--- src/rtl/restoring_divider_recombiner_pkg.sv ---
// Shared widths, FSM state encoding and reference arithmetic for the restoring divider family.
// Pure declarations; no latency or backpressure of its own.
package restoring_div_pkg;

  localparam int QW = 4;
  localparam int DW = 3;
  localparam int RW = 4;
  localparam int NW = 6;

  typedef enum logic [1:0] {
    IDLE = 2'd0,
    RUN  = 2'd1,
    FIN  = 2'd2,
    DONE = 2'd3
  } state_t;

  // Full-width dividend rebuilt from a divider result; unsigned throughout.
  function automatic int unsigned recomb_ref(input int unsigned q,
                                             input int unsigned div,
                                             input int unsigned rem);
    return q * div + rem;
  endfunction

endpackage

--- src/rtl/restoring_divider_recombiner_if.sv ---
// Operand/result handshake bundle between a producer and the recombiner.
// Carries valid/ready on both sides; no storage, no latency.
interface restoring_divider_recombiner_if #(
  parameter int QW = 4,
  parameter int DW = 3,
  parameter int RW = 4,
  parameter int NW = 6
) ();

  logic          in_valid;
  logic          in_ready;
  logic [QW-1:0] q;
  logic [DW-1:0] div;
  logic [RW-1:0] rem;
  logic          out_valid;
  logic          out_ready;
  logic [NW-1:0] prod;
  logic          ovf;
  logic          rem_err;

  modport master (
    output in_valid, q, div, rem, out_ready,
    input  in_ready, out_valid, prod, ovf, rem_err
  );

  modport slave (
    input  in_valid, q, div, rem, out_ready,
    output in_ready, out_valid, prod, ovf, rem_err
  );

endinterface

--- src/rtl/restoring_divider_recombiner_shift_add.sv ---
// One MSB-first shift-add step: acc_out = 2*acc_in + (qbit ? div : 0).
// Combinational, zero latency, no handshake.
module recomb_shift_add_step #(
  parameter int AW = 9,
  parameter int DW = 3
) (
  input  logic [AW-1:0] acc_in,
  input  logic          qbit,
  input  logic [DW-1:0] div,
  output logic [AW-1:0] acc_out
);

  assign acc_out = (acc_in << 1) + (qbit ? AW'(div) : '0);

endmodule

--- src/rtl/restoring_divider_recombiner.sv ---
// Rebuilds dividend = q*div + rem with one shift-add per quotient bit, MSB first.
// Latency: accept on edge E, out_valid after edge E+QW+1; in_ready low until the result is taken.
module restoring_divider_recombiner
  import restoring_div_pkg::*;
#(
  parameter int QW = restoring_div_pkg::QW,
  parameter int DW = restoring_div_pkg::DW,
  parameter int RW = restoring_div_pkg::RW,
  parameter int NW = restoring_div_pkg::NW
) (
  input  logic                          clk,
  input  logic                          rst_n,
  restoring_divider_recombiner_if.slave bus
);

  localparam int AW = QW + DW + 2;
  localparam int CW = (QW > 1) ? $clog2(QW) : 1;

  state_t        state;
  logic [AW-1:0] acc;
  logic [CW-1:0] cnt;
  logic [QW-1:0] q_r;
  logic [DW-1:0] div_r;
  logic [RW-1:0] rem_r;
  logic          in_ready_r;
  logic          out_valid_r;
  logic [NW-1:0] prod_r;
  logic          ovf_r;
  logic          rem_err_r;

  logic [AW-1:0] acc_step;
  logic [AW-1:0] acc_fin;

  recomb_shift_add_step #(
    .AW (AW),
    .DW (DW)
  ) u_step (
    .acc_in  (acc),
    .qbit    (q_r[cnt]),
    .div     (div_r),
    .acc_out (acc_step)
  );

  assign acc_fin = acc + AW'(rem_r);

  always_ff @(posedge clk) begin
    if (!rst_n) begin
      state       <= IDLE;
      acc         <= '0;
      cnt         <= '0;
      q_r         <= '0;
      div_r       <= '0;
      rem_r       <= '0;
      in_ready_r  <= 1'b1;
      out_valid_r <= 1'b0;
      prod_r      <= '0;
      ovf_r       <= 1'b0;
      rem_err_r   <= 1'b0;
    end else begin
      case (state)
        IDLE: begin
          if (bus.in_valid) begin
            q_r        <= bus.q;
            div_r      <= bus.div;
            rem_r      <= bus.rem;
            acc        <= '0;
            cnt        <= CW'(QW - 1);
            in_ready_r <= 1'b0;
            state      <= RUN;
          end
        end
        RUN: begin
          acc <= acc_step;
          cnt <= cnt - CW'(1);
          if (cnt == '0) state <= FIN;
        end
        FIN: begin
          // Result fields captured from the post-remainder sum, not the old acc.
          acc         <= acc_fin;
          prod_r      <= acc_fin[NW-1:0];
          ovf_r       <= |acc_fin[AW-1:NW];
          rem_err_r   <= (AW'(rem_r) >= AW'(div_r));
          out_valid_r <= 1'b1;
          state       <= DONE;
        end
        DONE: begin
          if (bus.out_ready) begin
            out_valid_r <= 1'b0;
            in_ready_r  <= 1'b1;
            state       <= IDLE;
          end
        end
        default: state <= IDLE;
      endcase
    end
  end

  assign bus.in_ready  = in_ready_r;
  assign bus.out_valid = out_valid_r;
  assign bus.prod      = prod_r;
  assign bus.ovf       = ovf_r;
  assign bus.rem_err   = rem_err_r;

endmodule

--- src/flat_wrapper.sv ---
// flat-port wrapper written by rule: the top's interface ports become plain ports
module restoring_divider_recombiner_flat import restoring_div_pkg::*;
#(
  parameter int QW = restoring_div_pkg::QW,
  parameter int DW = restoring_div_pkg::DW,
  parameter int RW = restoring_div_pkg::RW,
  parameter int NW = restoring_div_pkg::NW
)
  (clk, rst_n, bus_in_valid, bus_q, bus_div, bus_rem, bus_out_ready, bus_in_ready, bus_out_valid, bus_prod, bus_ovf, bus_rem_err);
  restoring_divider_recombiner_if #(.QW(QW), .DW(DW), .RW(RW), .NW(NW)) bus_i ();
  input  logic clk;
  input  logic rst_n;
  input wire logic [$bits(bus_i.in_valid)-1:0] bus_in_valid;
  input wire logic [$bits(bus_i.q)-1:0] bus_q;
  input wire logic [$bits(bus_i.div)-1:0] bus_div;
  input wire logic [$bits(bus_i.rem)-1:0] bus_rem;
  input wire logic [$bits(bus_i.out_ready)-1:0] bus_out_ready;
  output wire logic [$bits(bus_i.in_ready)-1:0] bus_in_ready;
  output wire logic [$bits(bus_i.out_valid)-1:0] bus_out_valid;
  output wire logic [$bits(bus_i.prod)-1:0] bus_prod;
  output wire logic [$bits(bus_i.ovf)-1:0] bus_ovf;
  output wire logic [$bits(bus_i.rem_err)-1:0] bus_rem_err;
  assign bus_i.in_valid = bus_in_valid;
  assign bus_i.q = bus_q;
  assign bus_i.div = bus_div;
  assign bus_i.rem = bus_rem;
  assign bus_i.out_ready = bus_out_ready;
  assign bus_in_ready = bus_i.in_ready;
  assign bus_out_valid = bus_i.out_valid;
  assign bus_prod = bus_i.prod;
  assign bus_ovf = bus_i.ovf;
  assign bus_rem_err = bus_i.rem_err;
  restoring_divider_recombiner #(.QW(QW), .DW(DW), .RW(RW), .NW(NW)) u_core (.clk(clk), .rst_n(rst_n), .bus(bus_i));
endmodule
--- config.mk ---
export PLATFORM = sky130hd
export DESIGN_NAME = restoring_divider_recombiner_flat
export DESIGN_NICKNAME = d
export VERILOG_FILES = /design/src/rtl/restoring_divider_recombiner_pkg.sv /design/src/rtl/restoring_divider_recombiner_if.sv /design/src/rtl/restoring_divider_recombiner_shift_add.sv /design/src/rtl/restoring_divider_recombiner.sv /design/src/flat_wrapper.sv
export SDC_FILE = /design/constraint.sdc
export NUM_CORES = 1
export LEC_CHECK = 0
export CORE_ASPECT_RATIO = 1.2
export CORE_MARGIN = 2
export CORE_UTILIZATION = 35
export CTS_BUF_LIST = sky130_fd_sc_hd__clkbuf_4 sky130_fd_sc_hd__clkbuf_8 sky130_fd_sc_hd__clkbuf_16
export DETAILED_ROUTE_END_ITERATION = 8
export GPL_ROUTABILITY_DRIVEN = 0
export GPL_TIMING_DRIVEN = 1
export PLACE_DENSITY = 0.58
export RECOVER_POWER = 50
export SYNTH_ARGS = -nofsm -noshare
export SYNTH_HDL_FRONTEND = slang
export SYNTH_SLANG_ARGS = --single-unit
--- constraint.sdc ---
create_clock -name clk -period 2.6 [get_ports clk]
set_clock_uncertainty 0.1 [all_clocks]
set_input_delay 0.52 -clock clk [delete_from_list [all_inputs] [get_ports clk]]
set_output_delay 0.52 -clock clk [all_outputs]
set_load 0.05 [all_outputs]
==> report_table.html <==
<table>
<tr><th>Metric</th><th>Value</th></tr>
<tr><th colspan="2">Status</th></tr>
<tr><td>Status</td><td>completed</td></tr>
<tr><th colspan="2">Drt</th></tr>
<tr><td>Post-detailed-route count of antenna-violating nets</td><td>0</td></tr>
<tr><td>Vias</td><td>1744</td></tr>
<tr><td>Drc violations</td><td>0</td></tr>
<tr><td>Count of routing violations after the opening detailed-route iteration</td><td>76</td></tr>
<tr><td>Router iterations before antenna repair</td><td>4</td></tr>
<tr><td>Average vias per placed instance</td><td>5.22</td></tr>
<tr><td>Total wirelength of the detailed-routed design</td><td>4800 µm</td></tr>
<tr><td>Wire length per cell after detailed routing</td><td>14.4 µm</td></tr>
<tr><th colspan="2">Min path</th></tr>
<tr><td>Worst hold path stage count</td><td>2</td></tr>
<tr><td>Worst min-delay path category</td><td>reg -&gt; reg</td></tr>
<tr><td>Hold_sp</td><td>u_core.q_r[0]</td></tr>
<tr><td>Hold-critical path endpoint</td><td>u_core.q_r[0]</td></tr>
<tr><th colspan="2">STA</th></tr>
<tr><td>Normalized max-slew margin</td><td>65.5%</td></tr>
<tr><td>Number of endpoints with negative hold slack in the final report</td><td>0</td></tr>
<tr><td>RSZ-0062 raised after global routing</td><td>no</td></tr>
<tr><td>Max-slew violation count</td><td>0</td></tr>
<tr><td>Setup violation total in the final timing report</td><td>0</td></tr>
<tr><td>Final critical path time including I/O delays and setup</td><td>2.51 ns</td></tr>
<tr><td>Share of the clock period used by the worst path</td><td>96.4%</td></tr>
<tr><td>Worst-Margin Slew</td><td>0.518 ns</td></tr>
<tr><td>Maximum frequency from static timing analysis</td><td>0.399 GHz</td></tr>
<tr><th colspan="2">CTS</th></tr>
<tr><td>Worst-path clk slew</td><td>0.08 ns</td></tr>
<tr><td>TritonCTS clock tree</td><td>yes</td></tr>
<tr><td>Clock root buffer</td><td>sky130_fd_sc_hd__clkbuf_8</td></tr>
<tr><td>Clk_lat worst skew</td><td>0.29 ns</td></tr>
<tr><td>Number of sinks driven by the clock tree</td><td>34</td></tr>
<tr><td>CTS HTree Levels</td><td>2</td></tr>
<tr><td>CTS Buf Count</td><td>5</td></tr>
<tr><td>Bufs on Longest Clock Path</td><td>2</td></tr>
<tr><th colspan="2">Floorplanning</th></tr>
<tr><td>Die Span X</td><td>73.1 µm</td></tr>
<tr><td>Initial Util</td><td>35.9%</td></tr>
<tr><td>I/O Pins</td><td>25</td></tr>
<tr><td>Std-Cell Core Area</td><td>5590 µm²</td></tr>
<tr><td>Die footprint</td><td>6360 µm²</td></tr>
<tr><td>Rows</td><td>30</td></tr>
<tr><td>Die span in y</td><td>87.0 µm</td></tr>
<tr><th colspan="2">Layout</th></tr>
<tr><td>Layout cells sized above 1</td><td>11.9%</td></tr>
<tr><td>Final net count</td><td>301</td></tr>
<tr><td>Final core area utilization</td><td>43.9%</td></tr>
<tr><td>Area added between synthesis and finish</td><td>22.4%</td></tr>
<tr><td>Final design area excluding fillers</td><td>2460 µm²</td></tr>
<tr><td>Ant diodes</td><td>0</td></tr>
<tr><th colspan="2">Critical path</th></tr>
<tr><td>Kind of critical path</td><td>reg -&gt; reg</td></tr>
<tr><td>Worst reg2reg setup slack</td><td>0.09 ns</td></tr>
<tr><td>Required time of the critical path</td><td>2.67 ns</td></tr>
<tr><td>Arrival time of data at the critical path endpoint</td><td>2.58 ns</td></tr>
<tr><td>Critical path peak fanout</td><td>2</td></tr>
<tr><td>Startpoint types</td><td>flop</td></tr>
<tr><td>Startpoint of the most critical register-to-register path</td><td>u_core.cnt[0]</td></tr>
<tr><td>Capturing element type of the critical path</td><td>flop</td></tr>
<tr><td>Reg2reg end</td><td>u_core.acc[7]</td></tr>
<tr><td>Cell depth of the worst flop-to-flop path</td><td>9</td></tr>
<tr><th colspan="2">Logic synthesis</th></tr>
<tr><td>Arithmetic-cell share of the synthesized area counting full adders, half adders and majority gates</td><td>11.3%</td></tr>
<tr><td>Mux cell area share after synthesis</td><td>4.24%</td></tr>
<tr><td>Most used DFF post-synth</td><td>sky130_fd_sc_hd__dfxtp_1</td></tr>
<tr><td>Compound-cell area share of the yosys netlist</td><td>19.0%</td></tr>
<tr><td>Proportion of synthesized flip-flops having asynchronous set or reset</td><td>0%</td></tr>
<tr><td>Netlist cell types</td><td>48</td></tr>
<tr><td>Cells after synthesis</td><td>241</td></tr>
<tr><td>Synthesized-area fraction occupied by and/or/nand/nor cells</td><td>20.0%</td></tr>
<tr><td>Post-synth EDFFs</td><td>0</td></tr>
<tr><td>Xor and xnor area share after synthesis</td><td>5.23%</td></tr>
<tr><td>Average footprint of a synthesized cell</td><td>8.33 µm²</td></tr>
<tr><td>Number of nets produced by synthesis</td><td>273</td></tr>
<tr><td>Synth Register Bits</td><td>34</td></tr>
<tr><td>Summed instance area of the synthesized netlist</td><td>2010 µm²</td></tr>
<tr><td>Main combinational cell family by area after synthesis</td><td>simple AND/OR/NAND/NOR gates</td></tr>
<tr><td>Warning count from the yosys run</td><td>0</td></tr>
<tr><td>Share of synthesized area occupied by flip-flops and latches</td><td>33.9%</td></tr>
<tr><th colspan="2">Placed design</th></tr>
<tr><td>Placed Area</td><td>2330 µm²</td></tr>
<tr><td>Hpwl dp</td><td>3490 µm</td></tr>
<tr><td>PortBufs</td><td>24</td></tr>
<tr><th colspan="2">Global route</th></tr>
<tr><td>Gr usage total</td><td>16.5%</td></tr>
<tr><td>Number of antenna violations at the first check in global routing</td><td>0</td></tr>
<tr><td>Pin count of the biggest net entering global routing</td><td>30</td></tr>
<tr><td>Global-route wire length before repair</td><td>8130 µm</td></tr>
<tr><td>Overall overflow remaining after global route</td><td>0</td></tr>
<tr><td>Via count of the first global-routing pass</td><td>1726</td></tr>
<tr><th colspan="2">Pwr</th></tr>
<tr><td>Static power due to leakage</td><td>0.960 nW</td></tr>
<tr><td>VDD IR max</td><td>0.000293 V</td></tr>
<tr><td>Final Power</td><td>1.91 mW</td></tr>
<tr><td>Pwr/cell area</td><td>777 nW/µm²</td></tr>
<tr><th colspan="2">Job</th></tr>
<tr><td>Number of max-cap violations</td><td>0</td></tr>
</table>
## critical path, stage by stage (launching register included)
cell,delay [ns]
sky130_fd_sc_hd__dfxtp_2,0.34
sky130_fd_sc_hd__mux4_2,0.50
sky130_fd_sc_hd__and2_4,0.16
sky130_fd_sc_hd__ha_4,0.16
sky130_fd_sc_hd__fa_2,0.42
sky130_fd_sc_hd__nand3_2,0.10
sky130_fd_sc_hd__nor2_2,0.04
sky130_fd_sc_hd__xor2_1,0.15
sky130_fd_sc_hd__a2111oi_2,0.30
sky130_fd_sc_hd__a211oi_1,0.12
## cell families (layout without fill, tap and decap cells)
family	after synthesis	after routing
AND/OR/NAND/NOR	83	83
AO/OA/AOI/OAI	58	58
flip-flops	34	34
buffers and inverters	30	59
adder cells (fa/ha/maj)	17	17
XOR/XNOR	12	12
multiplexers	7	7
## repair_timing
item                                    4_1_cts  5_1_grt
gates resized for setup                       8        1
endpoints found under the setup margin        1        1
buffers inserted                              2        0
hold buffers                                  0        0
pin swaps                                     4        2
## sequential cells by signal (all words and copies together), names as in the netlist, 2 cells and up
name / cells
u_core.div_r: 3
u_core.rem_r: 4
u_core.q_r: 4
u_core.acc: 9
u_core.bus.prod: 6
u_core.cnt: 2
u_core.state: 2
## worst max path at each step
stage,startpoint,endpoint,cells past startpoint
floorplan,u_core.cnt[0],u_core.acc[7],9
global route,u_core.cnt[0],u_core.acc[7],9
detailed placement,u_core.cnt[0],u_core.acc[7],9
global placement,u_core.cnt[0],u_core.acc[7],9
CTS,u_core.cnt[0],u_core.acc[7],9
finish,u_core.cnt[0],u_core.acc[7],9
## per-layer routing
layer	track usage [%]	wire (µm)	vias up	share of wire, %
li1	-	-	895	-
met1	19.4	2130	812	44
met2	28.4	2410	26	50
met3	3.01	115	11	2.4
met4	7.91	138	0	2.9
met5	0	0	-	0
## cell usage in the layout, fill, tap and decap left out, drive strengths merged, types with 2 or more instances in the layout
| master | instances |
|---|---|
| a211oi | 7 |
| a21o | 2 |
| a21oi | 23 |
| a22oi | 2 |
| a311oi | 2 |
| and2 | 5 |
| and3 | 2 |
| buf | 7 |
| clkbuf | 10 |
| clkdlybuf4s50 | 23 |
| dfxtp | 34 |
| fa | 2 |
| ha | 15 |
| inv | 16 |
| mux2 | 2 |
| mux2i | 4 |
| nand2 | 33 |
| nand2b | 2 |
| nand3 | 3 |
| nand4 | 5 |
| nor2 | 22 |
| nor3 | 6 |
| o21ai | 11 |
| xnor2 | 6 |
| xor2 | 6 |
## cell type report
type | count | area (µm²)
multi-input cells | 177 | 1230
inverters | 16 | 60.1
fillers | 570 | 3140
flip-flops and latches | 34 | 682
clock buffers | 6 | 82.6
well taps | 64 | 80.1
repair buffers | 35 | 308
clock inverters | 2 | 12.5
## synth_stat cells, types with 2 or more instances
master | count | area (µm²)
sky130_fd_sc_hd__nand3_1 | 3 | 15.0
sky130_fd_sc_hd__xor2_1 | 6 | 52.6
sky130_fd_sc_hd__o21ai_0 | 8 | 40.0
sky130_fd_sc_hd__ha_1 | 15 | 188
sky130_fd_sc_hd__a211oi_1 | 6 | 45.0
sky130_fd_sc_hd__nor3_1 | 6 | 30.0
sky130_fd_sc_hd__fa_1 | 2 | 40.0
sky130_fd_sc_hd__buf_2 | 5 | 25.0
sky130_fd_sc_hd__nand4_1 | 5 | 31.3
sky130_fd_sc_hd__xnor2_1 | 6 | 52.6
sky130_fd_sc_hd__and2_1 | 3 | 18.8
sky130_fd_sc_hd__inv_1 | 16 | 60.1
sky130_fd_sc_hd__o21ai_1 | 3 | 15.0
sky130_fd_sc_hd__mux2i_1 | 4 | 40.0
sky130_fd_sc_hd__mux2_2 | 2 | 22.5
sky130_fd_sc_hd__a21oi_1 | 23 | 115
sky130_fd_sc_hd__nand2b_1 | 2 | 12.5
sky130_fd_sc_hd__a21o_1 | 2 | 15.0
sky130_fd_sc_hd__and3_1 | 2 | 12.5
sky130_fd_sc_hd__nor2_1 | 20 | 75.1
sky130_fd_sc_hd__a22oi_1 | 2 | 15.0
sky130_fd_sc_hd__a311oi_1 | 2 | 17.5
sky130_fd_sc_hd__nand2_1 | 33 | 124
sky130_fd_sc_hd__clkbuf_1 | 8 | 30.0
sky130_fd_sc_hd__dfxtp_1 | 34 | 681
## per-stage QoR
stage,TNS (ns),setup slack [ns],hold WS [ns],instances
CTS,-0.00413,-0.00413,0.359,334
floorplan,0,0.0204,0.333,241
global placement,-0.0137,-0.0137,0.347,324
global route,0,0.00220,0.375,334
detailed placement,-0.0785,-0.0785,0.348,324
finish,0,0.0945,0.354,334
## report_power, final
part | total, mW | internal, mW | switching (mW)
Combinational | 0.817 | 0.307 | 0.510
Sequential | 0.673 | 0.607 | 0.0656
Clock | 0.420 | 0.213 | 0.207
Total | 1.91 | 1.13 | 0.783
Note: power is estimated with default switching activity, not from simulation.
